**src/rtl/fmul_result_stage.sv**
```systemverilog
// Result stage after the single-precision multiplier: special-operand fix-up,
// per-op exception flags, a small result FIFO and the sticky fflags accumulator.
module fmul_result_stage #(
  parameter int FIFO_DEPTH = 2
) (
  input  logic        clk,
  input  logic        rst,
  input  logic        in_valid,
  output logic        in_ready,
  input  logic [31:0] in_a,
  input  logic [31:0] in_b,
  input  logic [31:0] in_prod,
  input  logic        in_inexact,
  output logic        out_valid,
  input  logic        out_ready,
  output logic [31:0] out_result,
  output logic [4:0]  out_flags,
  output logic [4:0]  fflags,
  input  logic        fflags_clr
);

  localparam int PTR_W = (FIFO_DEPTH > 1) ? $clog2(FIFO_DEPTH) : 1;
  localparam int CNT_W = $clog2(FIFO_DEPTH + 1);

  localparam logic [31:0] QNAN    = 32'h7FC0_0000;
  localparam logic [4:0]  FLAG_NV = 5'b10000;
  localparam logic [4:0]  FLAG_OF = 5'b00100;
  localparam logic [4:0]  FLAG_UF = 5'b00010;
  localparam logic [4:0]  FLAG_NX = 5'b00001;

  // Operand classification
  logic [7:0]  a_exp, b_exp, p_exp;
  logic [22:0] a_man, b_man;
  logic        sign;
  logic        a_zero, b_zero, a_inf, b_inf, a_nan, b_nan, a_snan, b_snan;
  logic [8:0]  esum;

  assign a_exp  = in_a[30:23];
  assign b_exp  = in_b[30:23];
  assign p_exp  = in_prod[30:23];
  assign a_man  = in_a[22:0];
  assign b_man  = in_b[22:0];
  assign sign   = in_a[31] ^ in_b[31];
  assign a_zero = (a_exp == 8'h00);
  assign b_zero = (b_exp == 8'h00);
  assign a_inf  = (a_exp == 8'hFF) && (a_man == 23'd0);
  assign b_inf  = (b_exp == 8'hFF) && (b_man == 23'd0);
  assign a_nan  = (a_exp == 8'hFF) && (a_man != 23'd0);
  assign b_nan  = (b_exp == 8'hFF) && (b_man != 23'd0);
  assign a_snan = a_nan && !a_man[22];
  assign b_snan = b_nan && !b_man[22];
  assign esum   = {1'b0, a_exp} + {1'b0, b_exp};

  // The product sign bit is always replaced by the operand sign.
  logic unused_prod_sign;
  assign unused_prod_sign = in_prod[31];

  logic [31:0] fix_result;
  logic [4:0]  fix_flags;

  always_comb begin
    fix_result = {sign, in_prod[30:0]};
    fix_flags  = in_inexact ? FLAG_NX : 5'b0;
    if (a_nan || b_nan) begin
      fix_result = QNAN;
      fix_flags  = (a_snan || b_snan) ? FLAG_NV : 5'b0;
    end else if ((a_inf && b_zero) || (b_inf && a_zero)) begin
      fix_result = QNAN;
      fix_flags  = FLAG_NV;
    end else if (a_inf || b_inf) begin
      fix_result = {sign, 8'hFF, 23'd0};
      fix_flags  = 5'b0;
    end else if (a_zero || b_zero) begin
      fix_result = {sign, 31'd0};
      fix_flags  = 5'b0;
    end else if ((esum >= 9'd382) || (p_exp == 8'hFF)) begin
      fix_result = {sign, 8'hFF, 23'd0};
      fix_flags  = FLAG_OF | FLAG_NX;
    end else if ((esum <= 9'd126) || (p_exp == 8'h00)) begin
      fix_result = {sign, 31'd0};
      fix_flags  = FLAG_UF | FLAG_NX;
    end
  end

  // Result FIFO
  logic [36:0]      mem_q [FIFO_DEPTH];
  logic [PTR_W-1:0] wr_ptr_q, wr_ptr_d, rd_ptr_q, rd_ptr_d;
  logic [CNT_W-1:0] count_q, count_d;
  logic [4:0]       fflags_q, fflags_d;
  logic             full, push, pop;
  logic [36:0]      head;

  assign full      = (count_q == CNT_W'(FIFO_DEPTH));
  assign out_valid = (count_q != '0);
  assign in_ready  = !full && !rst;
  assign push      = in_valid && in_ready;
  assign pop       = out_valid && out_ready;
  assign head      = mem_q[rd_ptr_q];

  assign out_result = out_valid ? head[31:0]  : 32'd0;
  assign out_flags  = out_valid ? head[36:32] : 5'd0;
  assign fflags     = fflags_q;

  always_comb begin
    wr_ptr_d = push ? wr_ptr_q + PTR_W'(1) : wr_ptr_q;
    rd_ptr_d = pop  ? rd_ptr_q + PTR_W'(1) : rd_ptr_q;
    count_d  = count_q;
    case ({push, pop})
      2'b10:   count_d = count_q + CNT_W'(1);
      2'b01:   count_d = count_q - CNT_W'(1);
      default: count_d = count_q;
    endcase
    // Flags accrue only when an entry retires.
    fflags_d = (fflags_clr ? 5'd0 : fflags_q) | (pop ? out_flags : 5'd0);
  end

  always_ff @(posedge clk) begin
    if (push) begin
      mem_q[wr_ptr_q] <= {fix_flags, fix_result};
    end
  end

  always_ff @(posedge clk or posedge rst) begin
    if (rst) begin
      wr_ptr_q <= '0;
      rd_ptr_q <= '0;
      count_q  <= '0;
      fflags_q <= '0;
    end else begin
      wr_ptr_q <= wr_ptr_d;
      rd_ptr_q <= rd_ptr_d;
      count_q  <= count_d;
      fflags_q <= fflags_d;
    end
  end

endmodule

```
**config.mk**
```make
export PLATFORM = sky130hd
export DESIGN_NAME = fmul_result_stage
export DESIGN_NICKNAME = d
export VERILOG_FILES = /design/src/rtl/fmul_result_stage.sv
export SDC_FILE = /design/constraint.sdc
export NUM_CORES = 1
export LEC_CHECK = 0
export CORE_MARGIN = 2
export CORE_UTILIZATION = 38
export CTS_CLUSTER_DIAMETER = 80
export DETAILED_ROUTE_END_ITERATION = 10
export PLACE_DENSITY = 0.71
export SLEW_MARGIN = 25
export SYNTH_ARGS = -nofsm -noshare
export SYNTH_HDL_FRONTEND = slang
export SYNTH_SLANG_ARGS = --single-unit
```
**constraint.sdc**
```tcl
create_clock -name clk -period 2.73 [get_ports clk]
set_input_delay 0.273 -clock clk [delete_from_list [all_inputs] [get_ports clk]]
set_output_delay 0.273 -clock clk [all_outputs]
set_load 0.02 [all_outputs]
```
# ---- Yosys cells after proc, flatten, opt, wreduce, memory -nomap -nowiden
# Memory sizes are Yosys's and may differ from the RTL's.
# Index checks and enable logic that the tools add are counted.
dict set report word_totals {
  inputBits 102
  latchBits 0
  regBits 9
  mem_bits_ro 0
  output_inout_bits 44
  word_cells 72
  ramBits 74
  n_memories 1
}
# name depth width rd rd_clocked_by_memory_dff write_ports line
set memory_table {}
lappend memory_table {mem_q 2 37 1 0 1 86} ;# logic [36:0] mem_q [FIFO_DEPTH];
dict set report classes {
  muxes 21
  n_eq_ne 6
  reduce_logical 31
  div_mod_pow 0
  bitwise 2
  n_mul 0
  order_cmp 2
  add_sub_neg 5
  n_shift 0
}
# op count
set ops {}
lappend ops {{31-bit 2-to-1 mux} 4}
lappend ops {{32-bit 2-to-1 mux} 3}
lappend ops {{23-bit logical NOT} 2}
lappend ops {{23-bit nonzero test} 2}
lappend ops {{5-bit 2-to-1 mux} 6}
lappend ops {{8-bit == test, second input constant} 3}
lappend ops {{8-bit logical NOT} 3}
lappend ops {{1-bit logical AND} 11}
lappend ops {{8-bit by 8-bit adder with 9-bit output} 1}
lappend ops {{9-bit >= comparator, second input constant} 1}
lappend ops {{9-bit by 7-bit less-or-equal comparator with 1-bit output, second input constant} 1}
lappend ops {{3-bit 2-to-1 mux} 3}
lappend ops {{1-bit logical OR} 7}
lappend ops {{5-bit OR} 1}
lappend ops {{2-bit == test, second input constant} 2}
lappend ops {{1-bit logical NOT} 4}
lappend ops {{2-bit case mux with 2 select lines} 1}
lappend ops {{2-bit nonzero test} 2}
lappend ops {{1-bit 2-to-1 mux} 3}
lappend ops {{1-bit adder, second input constant} 2}
lappend ops {{2-bit by 1-bit adder with 2-bit output, second input constant} 1}
lappend ops {{2-bit by 1-bit == test with 1-bit output, second input constant} 1}
lappend ops {{2-bit 2-to-1 mux} 1}
lappend ops {{2-bit by 1-bit subtractor with 2-bit output, second input constant} 1}
lappend ops {{1-bit XOR} 1}

# ---- Depth between registers and ports, before layout
# Gate-level depths: netlist of the first run.
dict set report depth {
  depth_word 9
  depth_mapped 12
  mapped_depth_nobuf 10
}

# ---- Least setup slack after synthesis of the first run
# Ideal clock, no wire load.
dict set report synth_path {
  path_type {register -> register}
  start {reg count_q[0]}
  end {mem mem_q[0][0], enable pin}
  path_stages_with_launch 5
  slack_ns -0.308
  arrival_ns 2.608
  required_ns 2.301
  cell_sequence {dfrtp_1 -> inv_1 -> a21oi_1 -> nand2_1 -> nor2_1}
}
dict set report synth_between {
  elab_chain_cells 6
}
# element line
set synth_rtl {}
lappend synth_rtl {{start, declared} 88} ;# logic [CNT_W-1:0] count_q, count_d;
lappend synth_rtl {{start signal, assigned} 132} ;# count_q <= count_d;
lappend synth_rtl {{2-bit == test} 93} ;# assign full = (count_q == CNT_W'(FIFO_DEPTH));
lappend synth_rtl {{1-bit logical NOT} 95} ;# assign in_ready = !full && !rst;
lappend synth_rtl {{1-bit logical AND} 95}
lappend synth_rtl {{net in_ready} 9} ;# output logic in_ready,
lappend synth_rtl {{1-bit logical AND} 96} ;# assign push = in_valid && in_ready;
lappend synth_rtl {{1-bit 2-to-1 mux} 118} ;# if (push) begin
lappend synth_rtl {{1-bit 2-to-1 mux (not written as such)} 119} ;# mem_q[wr_ptr_q] <= {fix_flags, fix_result};
lappend synth_rtl {{end, declared} 86}
# The timed path passes the listed nets, and every way through them passes these cells.

# ---- Final worst setup path of the first run
dict set report layout_path {
  start {in in_b[28]}
  end {mem mem_q[1][8], data pin}
}
dict set report layout_between {
  elab_chain_cells 9
  elab_cells_between_ends 21
  classes_between {1 x add/sub; 2 x order compare; 1 x eq/ne; 6 x mux; 11 x reduce/logical}
}
# element line
set layout_rtl {}
lappend layout_rtl {{start, declared} 11} ;# input logic [31:0] in_b,
lappend layout_rtl {{8-bit by 8-bit adder with 9-bit output} 52} ;# assign esum = {1'b0, a_exp} + {1'b0, b_exp};
lappend layout_rtl {{9-bit by 7-bit less-or-equal comparator with 1-bit output} 79} ;# end else if ((esum <= 9'd126) || (p_exp == 8'h00)) begin
lappend layout_rtl {{1-bit logical OR} 79}
lappend layout_rtl {{31-bit 2-to-1 mux} 79}
lappend layout_rtl {{31-bit 2-to-1 mux} 76} ;# end else if ((esum >= 9'd382) || (p_exp == 8'hFF)) begin
lappend layout_rtl {{31-bit 2-to-1 mux} 73} ;# end else if (a_zero || b_zero) begin
lappend layout_rtl {{31-bit 2-to-1 mux} 70} ;# end else if (a_inf || b_inf) begin
lappend layout_rtl {{32-bit 2-to-1 mux} 67} ;# end else if ((a_inf && b_zero) || (b_inf && a_zero)) begin
lappend layout_rtl {{32-bit 2-to-1 mux *} 64} ;# if (a_nan || b_nan) begin
lappend layout_rtl {{net fix_result[8]} 58} ;# logic [31:0] fix_result;
# The timed path passes the listed nets; every way through them passes the cells marked *.

==> run summary, run 1 <==
Status -> finished, final reports clean
Vias per Instance -> 5.23
Reg-to-Reg End -> mem_q[1][2]
CP max FO -> 7
Routed wire length -> 10800 um
DRT antenna net count -> 0
Area leader, netlist -> edfxtp_1
Total gr overflow -> 0
Area growth, synth to finish -> 54.2%
Critical Path RT -> 2.77 ns
Dpl ws -> -0.496 ns
CP Class -> in2reg
Drt wl/cell -> 16.2 um
Dpl cells -> 650
Reg clk slew, reported paths -> 0.06 ns
Class of the worst hold path -> in2async
Cells after synthesis -> 347
Die extent in x -> 110 um
Clock latency on the worst-skew pair -> 0.34 ns
Max_cap viols -> 0
CTS Sinks -> 80
Slew @ Worst Pin -> 1.20 ns
Port Buffer Count -> 142
Commonest non-fill, non-tap cell in the layout -> clkdlybuf4s50_1
DR iter-0 viols -> 175
Fmax -> 382 MHz
Number of synthesized flops with an enable pin -> 72
Diodes inserted -> 0
Total number of vias -> 3497
Final hold violations -> 0
Largest net degree at the start of global routing -> 27
Sw Pwr -> 0.00188 W
Layout cells sized above 1 -> 18.7%
H-tree Lvls -> 3
CP peak stage delay -> 0.45 ns
Pre-antenna DRT Iters -> 6
Power Total -> 0.00542 W
Row count -> 38
Final setup vio count -> 0
Total core area -> 10900 um^2
Sequential element share of the synthesized area -> 55.2%
CP cell instances -> clkdlybuf4s50_1 > ha_1 > nor3_1 > o21ai_2 > a2111oi_4 > a31oi_2 > a31o_1 > a22oi_4 > clkbuf_16 > nor4b_2
TritonCTS Buffers -> 9
CP startpoint kind -> input pin
Yosys warnings -> 0
Fin cells -> 669
Layout Skew -> 0.00644 ns
Worst Path Arrival -> 2.66 ns
NumNets Final -> 636
Synth Area per Inst -> 12.3 um^2
Area fraction of the dominant cell type after synthesis -> 50.5%
Total GRT Usage -> 17.9%
Design internal power -> 0.00354 W
Reg2reg start -> count_q[0]
Worst R2R Path Depth -> 4
Initial antenna violation count -> 0
Number of synthesized register bits -> 80
Commonest cells after routing, fill and taps aside -> 137 x clkdlybuf4s50_1, 72 x edfxtp_1, 44 x nor2_1
Slew HR -> 19.4%
CTS tree -> done
Maximum VDD drop -> 519 uV
Crit path max-delay cell type -> clkdlybuf4s50_1
Root Driver -> clkbuf_16
Die height -> 110 um
Die area -> 12100 um^2
Gpl congestion -> 0.833
Initial Util -> 39.1%
Setup ws final -> 0.111 ns
R2R Setup Slk -> 0.92 ns
P_leak -> 2.51 nW
Reg power frac -> 31.8%
Area contributors post-synth -> edfxtp_1 51%, mux2i_1 8.4%, nor4b_2 6.7%, dfrtp_1 4.7%, nor2_1 4.0%
Synth async-reset ratio -> 10.0%
Tcrit/Tclk final -> 95.9%
Sw frac -> 34.7%
P per Cell Area -> 821 nW/um^2
Final Max Tran Viols -> 0
DP HPWL -> 7940 um
Worst Setup End Kind -> register
Fin crit period -> 2.62 ns
Yosys cell types -> 51
First-pass GRT wire length -> 16400 um
DRC violations left -> 0
Primary FF master, synth -> edfxtp_1
# IOs -> 146
Clk pwr share -> 21.8%
Max Buffers Root-to-Sink -> 2
Logic pwr share -> 46.4%
Vias in the first global route -> 3555
Mapped Area -> 4280 um^2
-- state kept, by name, indices dropped and copies added (netlist names) --
register	count
rd_ptr_q	1
mem_q	72
wr_ptr_q	1
fflags	4
count_q	2
-- power groups by stage --
stage | combinational (W) | sequential (W) | clock [W]
floorplan | 0.00134 | 0.00171 | 0
global placement | 0.00242 | 0.00174 | 0
detailed placement | 0.00246 | 0.00175 | 0
CTS | 0.00248 | 0.00172 | 0.00119
global route | 0.00269 | 0.00175 | 0.00125
finish | 0.00251 | 0.00172 | 0.00118
-- worst max path at each step --
stage | start | end
after CTS | in_a[23] | mem_q[0][7]
after detailed placement | in_b[23] | mem_q[0][16]
after global placement | in_a[23] | mem_q[0][18]
after floorplan | in_a[23] | mem_q[0][12]
final | in_b[28] | mem_q[1][8]
after global routing | in_a[28] | mem_q[0][2]
-- worst max-delay path, delay by kind of cell --
kind            cells  cell delay, ns
buf+inv             2            0.70
simple gates        2            0.35
compound gates      5            1.07
fa+ha+maj           1            0.25
-- Yosys cell counts, types with 2 or more instances --
master / number
buf_4: 2
nand4_1: 9
nand3_1: 18
o21ai_1: 3
nor4b_1: 3
o21ai_0: 7
nand2_1: 16
nor4b_2: 19
xnor2_1: 7
a21oi_1: 6
buf_6: 3
edfxtp_1: 72
clkbuf_1: 11
inv_1: 10
and2_1: 4
nor3_1: 10
ha_1: 9
dfrtp_1: 8
xor2_1: 2
mux2i_1: 36
nor4_1: 16
o21bai_1: 2
nor2_1: 46
-- cell families (layout without fill, tap and decap cells) --
kind of cell / after synthesis / after routing / share of synthesized area [%]
fa+ha+maj: 10 / 10 / 3.10
simple gates: 149 / 149 / 21.5
xor+xnor: 9 / 9 / 1.84
compound gates: 34 / 34 / 6.66
flops: 80 / 80 / 55.2
mux: 36 / 36 / 8.42
buf+inv: 28 / 209 / 3.16
other cells: 1 / 2 / 0.0876
-- per-layer routing --
layer | vias up | wire length (um) | track usage, %
met4 | 0 | 252 | 6.70
met2 | 139 | 5580 | 33.2
met5 | - | 0 | 0
met1 | 1668 | 4290 | 20.1
met3 | 17 | 700 | 3.64
li1 | 1673 | - | -
-- final cells by class --
class,instances,area [um^2]
clock inverters,7,68.8
inverters,11,41.3
fillers,909,4340
flip-flops and latches,80,2360
well taps,140,175
repair buffers,182,1800
multi-input cells,240,1920
clock buffers,9,225
-- metrics by stage --
step / TNS, ns / hold slack, ns / cell area, um^2 / utilization, %
global route: -0.0121 / 0.257 / 6600 / 60.3
floorplan: 0 / 0.0887 / 4290 / -
CTS: 0 / 0.231 / 6470 / 59.2
detailed placement: -29.82 / 0.515 / 6140 / 56.1
finish: 0 / 0.224 / 6600 / 60.3
global placement: -25.75 / 0.498 / 6140 / 56.1
-- timing repair --
| action | in CTS | in global routing |
|---|---|---|
| gates resized for setup | 9 | 16 |
| buffers inserted | 1 | 1 |
| pin swaps | 1 | 4 |
| endpoints found under the setup margin | 60 | 66 |
| gates cloned | 0 | 1 |
| hold buffers | 0 | 0 |
Power figures use the tool's default switching activity.
==> run 2: changes to the inputs <==
--- a/config.mk
+++ b/config.mk
@@ -6,4 +6,5 @@
 export NUM_CORES = 1
 export LEC_CHECK = 0
+export CAP_MARGIN = 5
 export CORE_MARGIN = 2
 export CORE_UTILIZATION = 38
==> constraint.sdc (replaced) <==
create_clock -name clk -period 2.73 [get_ports clk]
set_input_delay 0.6825 -clock clk [delete_from_list [all_inputs] [get_ports clk]]
set_output_delay 0.6825 -clock clk [all_outputs]
set_load 0.02 [all_outputs]
==> run 2 against run 1 <==
  * The flow now finishes with violations (negative setup slack)
  * Register-to-register slack about the same
  * Sequential power hardly changed
  * Hold slack gained 0.31 ns
  * Largest power group unchanged
  * Routed wire length rose by 8.9%
  * Power up 3.9%
  * Critical path depth is 2 higher
  * Largest cell class unchanged
  * Final cell count rose by 1.9%
==> run summary, run 2 (synthesis results as in run 1) <==
Vias per Instance -> 5.28 (+1.1%)
Row count -> 38 (unchanged)
Total GRT Usage -> 20.1% (+2.2 points)
Setup ws final -> -0.00359 ns (-0.114 ns)
Drt wl/cell -> 17.3 um (+6.8%)
Max_cap viols -> 0 (unchanged)
CTS tree -> done
Dpl cells -> 660 (+1.5%)
Largest register by flop count -> mem_q
Area growth, synth to finish -> 64.3%
Status -> complete, but fails checks
Critical Path RT -> 2.81 ns (+0.04 ns)
CP max FO -> 4 (-3)
DR iter-0 viols -> 137 (-22%)
Final Max Tran Viols -> 0 (unchanged)
Root Driver -> clkbuf_16
Worst Path Arrival -> 2.81 ns (+0.15 ns)
Post-CTS Hold Fix Bufs -> 0 (unchanged)
Final hold violations -> 0 (unchanged)
Hold path cells -> 2
First-pass GRT wire length -> 18500 um (+13%)
Commonest cells after routing, fill and taps aside -> 127 x clkdlybuf4s50_1, 72 x edfxtp_1, 43 x nor2_1
DRC violations left -> 0 (unchanged)
Worst Setup End Kind -> register
Max FFs per register -> 72 (unchanged)
# IOs -> 146 (unchanged)
P per Cell Area -> 800 nW/um^2 (-2.5%)
Layout cells sized above 1 -> 24.0% (+5.3 points)
Class of the worst hold path -> reg2reg
Total gr overflow -> 0 (unchanged)
Maximum VDD drop -> 1120 uV (+120%)
Port Buffer Count -> 142 (unchanged)
CP Class -> in2reg
Vias in the first global route -> 3785 (+6.5%)
Gpl congestion -> 0.854 (+2.5%)
TritonCTS Buffers -> 9 (unchanged)
NumNets Final -> 649 (+2.0%)
Fmax -> 366 MHz (-4.2%)
Commonest non-fill, non-tap cell in the layout -> clkdlybuf4s50_1
Fin cells -> 682 (+1.9%)
DRT antenna net count -> 0 (unchanged)
Max Buffers Root-to-Sink -> 2 (unchanged)
Routed wire length -> 11800 um (+8.9%)
Die area -> 12100 um^2 (unchanged)
Total core area -> 10900 um^2 (unchanged)
Largest net degree at the start of global routing -> 38 (+41%)
Die extent in x -> 110 um (unchanged)
Initial Util -> 39.1% (unchanged)
Fin crit period -> 2.73 ns (+0.114 ns)
Post-Route Setup TNS -> -0.00685 ns (-0.00685 ns)
Diodes inserted -> 0 (unchanged)
Total number of vias -> 3604 (+3.1%)
H-tree Lvls -> 3 (unchanged)
CTS Sinks -> 80 (unchanged)
Hold Slack -> 0.533 ns (+0.309 ns)
Tcrit/Tclk final -> 100% (+4.2 points)
Initial antenna violation count -> 0 (unchanged)
Beginning of the critical path -> in_b[23]
Failing checks -> negative setup slack
Clock latency on the worst-skew pair -> 0.34 ns (about the same)
Reg2reg start -> count_q[0]
DP HPWL -> 8350 um (+5.1%)
Final setup vio count -> 2 (+2)
P_leak -> 2.66 nW (+6.1%)
Pre-antenna DRT Iters -> 4 (-2)
Layout Skew -> 0.00723 ns (+0.000787 ns)
RSZ-0062 raised after global routing -> true
Worst R2R Path Depth -> 6 (+2)
Reg clk slew, reported paths -> 0.06 ns (about the same)
CP startpoint kind -> input pin
Hold wc startpoint -> fflags[1]
Die height -> 110 um (unchanged)
## run 2: per-stage QoR
stage	total power [W]	setup slack (ns)	util [%]	cell area [um^2]
finish	0.00562	-0.00359	64.3	7030
global route	0.00590	-0.0780	64.3	7030
CTS	0.00569	0.00485	64.1	7010
detailed placement	0.00428	-0.907	57.9	6330
global placement	0.00422	-0.751	57.9	6330
floorplan	0.00307	-0.149	-	4350
## run 2: layout make-up
type,count,area (um^2)
Clock buffer,11,233
Timing Repair Buffer,195,1960
Multi-Input combinational cell,240,2180
Sequential cell,80,2360
Tap cell,140,175
Clock inverter,5,71.3
Inverter,11,41.3
Fill cell,854,3900
## run 2: final timing paths
| path | to | slack (ns) |
|---|---|---|
| setup reg to reg | mem_q[0][15] | 0.92 |
| setup / recovery | mem_q[0][32] | -0.004 |
| min in group asynchronous | fflags[4] | 0.63 |
| hold / removal | fflags[1] | 0.53 |
| max in group asynchronous | rd_ptr_q | 1.83 |
| hold reg to reg | fflags[1] | 0.53 |
## run 2: worst max-delay path: stages
cell	delay (ns)
buf_6	0.08
ha_4	0.13
inv_2	0.04
fa_2	0.33
and2b_2	0.27
o2111ai_2	0.13
and4_4	0.18
a31oi_4	0.14
a31o_1	0.19
a22oi_4	0.10
buf_12	0.16
o311a_4	0.37
## run 2: repair_timing
item,4_1_cts,5_1_grt
pin swaps,27,10
resized for setup,74,12
setup endpoints to repair,68,57
cloned,2,0
hold endpoints to repair,0,0
setup buffers,7,1
## run 2: power by group
part,internal (W),leakage [nW],switching [W],total (W)
registers,0.00160,0.760,0.0000858,0.00169
clock network,0.000792,0.146,0.000443,0.00123
logic,0.00133,1.76,0.00138,0.00270
total,0.00372,2.66,0.00190,0.00562
## run 2: metal layers
| metal | GRT usage (%) | share of wire, % | vias to the layer above |
|---|---|---|---|
| li1 | - | - | 1705 |
| met5 | 0 | 0 | - |
| met1 | 23.4 | 39 | 1731 |
| met3 | 4.12 | 6.6 | 22 |
| met4 | 8.39 | 2.7 | 0 |
| met2 | 36.0 | 51 | 146 |
